`src/rtl/load_store_unit_pkg.sv`:
```
// rtl/load_store_unit_pkg.sv - shared memory header: widths, LS_TYPE_* codes, LSU state encoding
package load_store_unit_pkg;

  localparam int XLEN         = 32;
  localparam int LS_SEL_WIDTH = 3;

  typedef logic [LS_SEL_WIDTH:0] ls_type_t;

  // Top bit set marks a store; the low bits follow the RISC-V funct3 layout
  localparam ls_type_t LS_TYPE_LOAD_BYTE          = 4'b0000;
  localparam ls_type_t LS_TYPE_LOAD_HALF          = 4'b0001;
  localparam ls_type_t LS_TYPE_LOAD_WORD          = 4'b0010;
  localparam ls_type_t LS_TYPE_LOAD_BYTE_UNSIGNED = 4'b0100;
  localparam ls_type_t LS_TYPE_LOAD_HALF_UNSIGNED = 4'b0101;
  localparam ls_type_t LS_TYPE_STORE_BYTE         = 4'b1000;
  localparam ls_type_t LS_TYPE_STORE_HALF         = 4'b1001;
  localparam ls_type_t LS_TYPE_STORE_WORD         = 4'b1010;

  typedef enum logic [2:0] {
    ST_IDLE      = 3'd0,
    ST_MEM_READ  = 3'd1,
    ST_CAPTURE   = 3'd2,
    ST_MEM_WRITE = 3'd3,
    ST_RESP      = 3'd4
  } lsu_state_e;

  // Unknown codes report as misaligned so they trap instead of touching memory
  function automatic logic ls_misaligned(input ls_type_t t, input logic [1:0] off);
    case (t)
      LS_TYPE_LOAD_BYTE, LS_TYPE_LOAD_BYTE_UNSIGNED, LS_TYPE_STORE_BYTE: return 1'b0;
      LS_TYPE_LOAD_HALF, LS_TYPE_LOAD_HALF_UNSIGNED, LS_TYPE_STORE_HALF: return off[0];
      LS_TYPE_LOAD_WORD, LS_TYPE_STORE_WORD:                             return off != 2'b00;
      default:                                                           return 1'b1;
    endcase
  endfunction

  function automatic logic ls_is_store(input ls_type_t t);
    return t[LS_SEL_WIDTH];
  endfunction

endpackage

```
`src/rtl/lsu_lane_align.sv`:
```
// rtl/lsu_lane_align.sv - little-endian lane extraction for loads and lane merge for stores
module lsu_lane_align
  import load_store_unit_pkg::*;
(
  input  ls_type_t          i_load_store_type,
  input  logic [1:0]        i_byte_off,
  input  logic [XLEN-1:0]   i_read_word,
  input  logic [XLEN-1:0]   i_store_data,
  output logic [XLEN-1:0]   o_load_data,
  output logic [XLEN-1:0]   o_merged_word
);

  logic [4:0]      shamt;
  logic [XLEN-1:0] lane;
  logic [XLEN-1:0] placed;
  logic [XLEN-1:0] mask;

  assign shamt  = {i_byte_off, 3'b000};
  assign lane   = i_read_word >> shamt;
  assign placed = i_store_data << shamt;

  always_comb begin
    o_load_data = '0;
    case (i_load_store_type)
      LS_TYPE_LOAD_BYTE:          o_load_data = {{(XLEN-8){lane[7]}}, lane[7:0]};
      LS_TYPE_LOAD_BYTE_UNSIGNED: o_load_data = {{(XLEN-8){1'b0}}, lane[7:0]};
      LS_TYPE_LOAD_HALF:          o_load_data = {{(XLEN-16){lane[15]}}, lane[15:0]};
      LS_TYPE_LOAD_HALF_UNSIGNED: o_load_data = {{(XLEN-16){1'b0}}, lane[15:0]};
      LS_TYPE_LOAD_WORD:          o_load_data = lane;
      default:                    o_load_data = '0;
    endcase
  end

  always_comb begin
    mask = '0;
    case (i_load_store_type)
      LS_TYPE_STORE_BYTE: mask = {{(XLEN-8){1'b0}}, 8'hFF} << shamt;
      LS_TYPE_STORE_HALF: mask = {{(XLEN-16){1'b0}}, 16'hFFFF} << shamt;
      LS_TYPE_STORE_WORD: mask = '1;
      default:            mask = '0;
    endcase
    o_merged_word = (i_read_word & ~mask) | (placed & mask);
  end

endmodule

```
`src/rtl/load_store_unit.sv`:
```
// rtl/load_store_unit.sv - multi-cycle load/store unit over a word-wide synchronous-read memory port
module load_store_unit
  import load_store_unit_pkg::*;
(
  input  logic              i_Clock,
  input  logic              i_Reset,
  input  logic              i_Req_Valid,
  output logic              o_Req_Ready,
  input  ls_type_t          i_Load_Store_Type,
  input  logic [XLEN-1:0]   i_Addr,
  input  logic [XLEN-1:0]   i_Store_Data,
  output logic              o_Done,
  output logic [XLEN-1:0]   o_Load_Data,
  output logic              o_Misaligned,
  output logic [XLEN-1:0]   o_Mem_Addr,
  output logic              o_Mem_Write_Enable,
  output ls_type_t          o_Mem_Load_Store_Type,
  output logic [XLEN-1:0]   o_Mem_Write_Data,
  input  logic [XLEN-1:0]   i_Mem_Read_Data
);

  lsu_state_e      state_q, state_d;
  logic [XLEN-1:0] addr_q, addr_d;
  ls_type_t        type_q, type_d;
  logic [XLEN-1:0] sdata_q, sdata_d;
  logic [XLEN-1:0] load_q, load_d;
  logic [XLEN-1:0] wdata_q, wdata_d;
  logic            mis_q, mis_d;
  logic [XLEN-1:0] lane_load;
  logic [XLEN-1:0] lane_merge;

  lsu_lane_align u_lane_align (
    .i_load_store_type (type_q),
    .i_byte_off        (addr_q[1:0]),
    .i_read_word       (i_Mem_Read_Data),
    .i_store_data      (sdata_q),
    .o_load_data       (lane_load),
    .o_merged_word     (lane_merge)
  );

  always_comb begin
    state_d = state_q;
    addr_d  = addr_q;
    type_d  = type_q;
    sdata_d = sdata_q;
    load_d  = load_q;
    wdata_d = wdata_q;
    mis_d   = mis_q;
    case (state_q)
      ST_IDLE: begin
        if (i_Req_Valid) begin
          addr_d  = i_Addr;
          type_d  = i_Load_Store_Type;
          sdata_d = i_Store_Data;
          load_d  = '0;
          mis_d   = 1'b0;
          if (ls_misaligned(i_Load_Store_Type, i_Addr[1:0])) begin
            mis_d   = 1'b1;
            state_d = ST_RESP;
          end else if (i_Load_Store_Type == LS_TYPE_STORE_WORD) begin
            wdata_d = i_Store_Data;
            state_d = ST_MEM_WRITE;
          end else begin
            state_d = ST_MEM_READ;
          end
        end
      end
      ST_MEM_READ: state_d = ST_CAPTURE;
      // Read word is valid here; loads finish, sub-word stores merge into it
      ST_CAPTURE: begin
        if (ls_is_store(type_q)) begin
          wdata_d = lane_merge;
          state_d = ST_MEM_WRITE;
        end else begin
          load_d  = lane_load;
          state_d = ST_RESP;
        end
      end
      ST_MEM_WRITE: state_d = ST_RESP;
      ST_RESP:      state_d = ST_IDLE;
      default:      state_d = ST_IDLE;
    endcase
  end

  always_ff @(posedge i_Clock) begin
    if (i_Reset) begin
      state_q <= ST_IDLE;
      addr_q  <= '0;
      type_q  <= LS_TYPE_LOAD_WORD;
      sdata_q <= '0;
      load_q  <= '0;
      wdata_q <= '0;
      mis_q   <= 1'b0;
    end else begin
      state_q <= state_d;
      addr_q  <= addr_d;
      type_q  <= type_d;
      sdata_q <= sdata_d;
      load_q  <= load_d;
      wdata_q <= wdata_d;
      mis_q   <= mis_d;
    end
  end

  assign o_Req_Ready           = (state_q == ST_IDLE);
  assign o_Done                = (state_q == ST_RESP);
  assign o_Misaligned          = o_Done & mis_q;
  assign o_Load_Data           = o_Done ? load_q : '0;
  assign o_Mem_Addr            = {2'b00, addr_q[XLEN-1:2]};
  assign o_Mem_Write_Enable    = (state_q == ST_MEM_WRITE);
  assign o_Mem_Load_Store_Type = o_Mem_Write_Enable ? LS_TYPE_STORE_WORD : LS_TYPE_LOAD_WORD;
  assign o_Mem_Write_Data      = wdata_q;

endmodule

```
`config.mk`:
```
export PLATFORM = sky130hd
export DESIGN_NAME = load_store_unit
export DESIGN_NICKNAME = d
export VERILOG_FILES = /design/src/rtl/load_store_unit_pkg.sv /design/src/rtl/lsu_lane_align.sv /design/src/rtl/load_store_unit.sv
export SDC_FILE = /design/constraint.sdc
export NUM_CORES = 1
export LEC_CHECK = 0
export BUFFER_PORTS_ARGS = -buffer_cell sky130_fd_sc_hd__buf_2
export CORE_MARGIN = 4
export CORE_UTILIZATION = 55
export DETAILED_ROUTE_END_ITERATION = 10
export PLACE_DENSITY = 0.84
export SLEW_MARGIN = 5
export SYNTH_ARGS = -nofsm -noshare
export SYNTH_HDL_FRONTEND = slang
export SYNTH_HIERARCHICAL = 1
export SYNTH_SLANG_ARGS = --single-unit
```
`constraint.sdc`:
```
create_clock -name i_Clock -period 3.1 [get_ports i_Clock]
set_input_delay 0.155 -clock i_Clock [delete_from_list [all_inputs] [get_ports i_Clock]]
set_output_delay 0.155 -clock i_Clock [all_outputs]
set_load 0.02 [all_outputs]
```
Yosys cells after proc, flatten, opt, wreduce, memory -nomap -nowiden
Index checks and enable logic that the tools add are counted.

Flip-flop bits (word level): 136. Bits of input ports: 103.

Eq/ne operators: 23. Shift-type cells: 4. Mux-type cells: 21. Bitwise logic cells: 5. Reductions and logical operators: 11.

Operator list (number): $mux 32 (7); $pmux 32 s5 (1); $pmux 32 s2 (2); $pmux 32 s3 (1); $and 32x32->32 (2); $not 32->32 (1); $or 32x32->32 (1); $shl 16x5->32 const A (1); $shl 32x5->32 (1); $shl 8x5->32 const A (1); $shr 32x5->32 (1); $eq 4x4->1 const B (6); $eq 4x3->1 const B (4); $pmux 3 s4 (1); $mux 3 (3); $eq 4x1->1 const B (2); $eq 4x2->1 const B (2); $logic_not 4->1 (2); $ne 2x2->1 const B (4); $eq 3x2->1 const B (2); $reduce_or 3->1 (2); $reduce_and 5->1 (1); $mux 4 (1); $reduce_bool 2->1 (2); other kinds (11) (13).

Logic depth before layout (Yosys ltp)
Word-level depth: 8. Gate-level depth with buffers: 8. Depth with buffers taken out: 5.

Modules after synthesis
Netlist, hierarchy kept.

By module, submodules not included: load_store_unit (times used 1, cells each 657, area an instance 5579.1 um^2, sequential area each 2722.6 um^2); lsu_lane_align (times used 1, cells each 228, area an instance 1884.3 um^2, sequential area each 0.0 um^2).

Least setup slack after synthesis
No wires, ideal clock.

Kind: register -> register. From: register state_q[0]. To: register sdata_q[13]. Library setup time: 132 ps. Data arrival time: 1892 ps. Data required time: 2968 ps. Path slack: 1076 ps. Cell stages (with the launch flop): 8. Clock period less this slack: 2024 ps. Cells stage by stage: dfxtp_1 clkbuf_1 nor3_1 nand2_1 clkbuf_1 clkbuf_1 nand2_1 a21oi_1.

Longest elaborated chain between the ends: 2.

RTL lines: start, declared (RTL line load_store_unit.sv:22) `lsu_state_e state_q, state_d;`; start signal, assigned (RTL line load_store_unit.sv:95) `state_q <= state_d;`; $logic_not 3->1; via o_Req_Ready (RTL line load_store_unit.sv:8) `output logic o_Req_Ready,`; $reduce_and 2->1 (no line); end signal, assigned (RTL line load_store_unit.sv:98) `sdata_q <= sdata_d;`; end, declared (RTL line load_store_unit.sv:25) `logic [XLEN-1:0] sdata_q, sdata_d;`.

The timed path passes the listed nets, and every way through them passes these cells. A chain may end at the register's enable or synchronous reset.

Worst setup path after layout
From: register addr_q[0]. To: register load_q[9].

Longest elaborated chain between the ends: 4.

RTL lines: start, declared (RTL line load_store_unit.sv:23) `logic [XLEN-1:0] addr_q, addr_d;`; start signal, assigned (RTL line load_store_unit.sv:96) `addr_q <= addr_d;`; $shr 32x5->32 (RTL line lsu_lane_align.sv:19) `assign lane = i_read_word >> shamt;`; $pmux 32 s5 (RTL line lsu_lane_align.sv:24) `case (i_load_store_type)`; via lane_load[9] (RTL line load_store_unit.sv:29) `logic [XLEN-1:0] lane_load;`; $mux 32 (RTL line load_store_unit.sv:71) `if (ls_is_store(type_q)) begin`; $pmux 32 s2 (RTL line load_store_unit.sv:49) `case (state_q)`; end signal, assigned (RTL line load_store_unit.sv:99) `load_q <= load_d;`; end, declared (RTL line load_store_unit.sv:26) `logic [XLEN-1:0] load_q, load_d;`.

The timed path passes the listed nets, and every way through them passes these cells. The select of a mux whose other input is x is not followed.

==> flow_metrics.py <==
metrics = {
    "setup_path": {
        "startpoint_type": "flop",
        "crit_required_ps": 3400,
        "critPathCaptureType": "flop",
        "crit_path_top_delay_cell": "dfxtp_2",
        "worstPathCellList": "mux4_2 > nand3b_2 > o21ai_0 > a22oi_1 > nor2_1",
        "critPathKind": "flop to flop",
        "crit_path_max_fanout": 23,
        "critPathArrivalTime_ps": 2700,
        "slowest_delay_ps": 710,
    },
    "timing": {
        "fin_crit_sh_pct": 77.6,
        "hold_viol": 0,
        "setup_viol": 0,
        "max_freq_mhz": 416,
        "max-slew-margin-rel_pct": 44.3,
        "finClkSkew_ps": 7.99,
        "final.setup.tns_ps": 0,
        "layout_min_cycle_time_ps": 2410,
        "worstMarginPinSlew_ps": 835,
        "slew_violations": 0,
        "rsz0062_at_grt": "false",
    },
    "power_and_ir_drop": {
        "p_sw_share_pct": 28.0,
        "total_power_w": 0.00498,
        "p_switching_w": 0.00140,
        "p_leak_nw": 3.95,
        "p_int_w": 0.00359,
        "vdd_drop_max_mv": 0.425,
        "seqPwrFrac_pct": 38.4,
        "pwr-share-clk_pct": 42.7,
        "comb_power_share_pct": 18.9,
        "p_per_area_nw_per_um2": 525,
    },
    "cells_and_area": {
        "drive_above_1_share_pct": 27.0,
        "fillers": 993,
        "nets": 1176,
        "layoutNonFillerInstCount": 1262,
        "syn_to_final_growth_pct": 27.1,
        "diodes": 0,
    },
    "yosys": {
        "netlist_area_sq_um": 7460,
        "synth_edf_count": 0,
        "ys_types": 47,
        "synth-seq-area-share_pct": 36.5,
        "avgSynthCellArea_sq_um": 8.43,
        "yosys_warnings": 6,
        "async_flop_share_pct": 0,
        "synth_ff_type": "dfxtp_1",
        "ys_ff_latch": 136,
        "syn_inst": 885,
    },
    "global_route": {
        "grt_max_degree": 79,
        "first_global_vias": 7092,
        "grt_overflow_total": 0,
        "grt_usage_pct": 29.4,
        "grt_pass1_wl_um": 37200,
        "antenna_found_initial": 0,
    },
    "clocking": {
        "path_clk_slew_ps": 60,
        "clockRootBuffer": "clkbuf_16",
        "clk-insertion-delay-late_ps": 420,
        "htree_levels": 4,
        "cts_buffer_depth": 2,
        "cts_tree": "done",
        "cts_sinks": 136,
        "numCtsBuffers": 17,
    },
    "route": {
        "drt_iter0_markers": 925,
        "vias": 7381,
        "dr.pass1.iters": 6,
        "wl_met3_um": 2180,
        "vias_per_cell": 5.85,
        "wl_met1_um": 9220,
        "top_layer": "met4",
        "postRouteAntennaNets": 0,
        "drt_wl_total_um": 23500,
        "avgRoutedWirePerCell_um": 18.6,
        "route.met2.wl_um": 11200,
        "drc_errors": 0,
    },
    "floorplan": {
        "fp.dieW_um": 124,
        "rows": 42,
        "die-area_sq_um": 15500,
        "core-area_sq_um": 13200,
        "io_pins": 207,
        "die_h_um": 124,
        "start_util_pct": 56.4,
    },
    "worst_hold_path": {
        "hold_path.class": "input pin to flop",
    },
    "placement": {
        "place_congestion": 0.958,
        "dp.cells": 1166,
        "portBuffers": 201,
        "dp_hpwl_um": 15500,
    },
    "status": {
        "status": "finished, final reports clean",
    },
    "run": {
        "drv_cap": 0,
    },
}
area by class of cell:
type                            count  area (sq um)  area share [%]
Clock buffer                       25           505            5.33
Clock inverter                      7           114            1.20
Inverter                           10          37.5           0.396
Multi-Input combinational cell    624          4070            42.9
Sequential cell                   136          2730            28.7
Tap cell                          176           220            2.32
Timing Repair Buffer              284          1820            19.1
layer usage:
layer	vias to the layer above	global-route usage, %
li1	3443	-
met1	3453	36.3
met2	409	47.7
met3	76	8.15
met4	0	13.6
met5	-	0
placed cells by master, fill, tap and decap left out, types with 2 or more instances in the layout:
cell / Yosys / final
clkbuf_16: 0 / 17
buf_2: 16 / 200
mux4_2: 2 / 2
buf_12: 0 / 2
o21a_1: 2 / 2
o2bb2ai_1: 8 / 8
o211ai_1: 8 / 8
a2bb2oi_1: 7 / 7
dlygate4sd3_1: 0 / 64
mux2_4: 8 / 8
nor4b_4: 1 / 3
o21ai_0: 9 / 9
nand2_1: 154 / 153
nor3_1: 4 / 4
mux2_2: 17 / 17
a21oi_1: 102 / 102
mux2i_1: 89 / 89
buf_4: 46 / 18
nand2b_1: 3 / 3
clkinv_2: 0 / 3
clkbuf_8: 0 / 5
o221ai_1: 7 / 7
bufinv_16: 0 / 3
conb_1: 2 / 5
dfxtp_2: 0 / 3
nor2_1: 45 / 44
nand3_1: 8 / 8
clkbuf_1: 50 / 3
or3_1: 2 / 2
and2_1: 34 / 34
dfxtp_1: 136 / 133
a211oi_1: 48 / 48
inv_1: 10 / 10
nor2b_1: 11 / 11
a22oi_1: 32 / 32
worst max-delay path: cells and delay by family (launching register included):
family          cells  cell delay [ps]
mux                 1              610
compound gates      2              490
flops               1              710
simple gates        2              460
power by group through the flow:
stage               registers, W  logic, W  clock network (W)
floorplan                0.00191  0.000657                  0
detailed placement       0.00195  0.000846                  0
global placement         0.00194  0.000832                  0
CTS                      0.00191  0.000916            0.00213
finish                   0.00191  0.000943            0.00213
global route             0.00192   0.00101            0.00222
kinds of logic after synthesis:
| family | synth area share (%) |
|---|---|
| AND/OR/NAND/NOR | 16.6 |
| buffers and inverters | 9.52 |
| other | 0.101 |
| flip-flops | 36.5 |
| multiplexers | 16.7 |
| AO/OA/AOI/OAI | 20.5 |
final timing paths:
check / end / slack, ps / start / depth (start not counted)
setup / recovery: load_q[9] / 690 / addr_q[0] / 5
hold / removal: type_q[2] / 7 / i_Load_Store_Type[2] / 3
setup reg to reg: load_q[9] / 690 / addr_q[0] / 5
hold reg to reg: addr_q[29] / 450 / addr_q[29] / 2
cell usage after synthesis, types with 16 or more instances:
cell type    n  share of area (%)
mux2_2      17                2.6
nand2_1    154                7.7
nor2_1      45                2.3
buf_2       16                1.1
mux2i_1     89                 12
dfxtp_1    136                 36
a22oi_1     32                3.2
and2_1      34                2.8
buf_4       46                4.6
a211oi_1    48                4.8
clkbuf_1    50                2.5
a21oi_1    102                6.8
flip-flops by register name (all words and copies together), names as in the netlist:
name              cells
sdata_q              32
load_q               32
o_Mem_Write_Data     32
state_q               3
mis_q                 1
type_q                4
addr_q               32
metrics by stage:
stage          hold WS [ps]  util, %  setup WS [ps]  area [sq um]
6_report               7.27     71.7            693          9490
3_3_place_gp            396     62.1            856          8230
4_1_cts               0.641     71.7            737          9490
2_1_floorplan           279        -           1080          7470
3_5_place_dp            401     62.1            764          8230
5_1_grt                13.2     71.7            558          9490
repair_timing:
| action | CTS | global route |
|---|---|---|
| gates resized for setup | 0 | 0 |
| hold buffers | 64 | 0 |
| setup buffers | 0 | 0 |
| endpoints found under the hold margin | 64 | 0 |
Power figures use the tool's default switching activity.
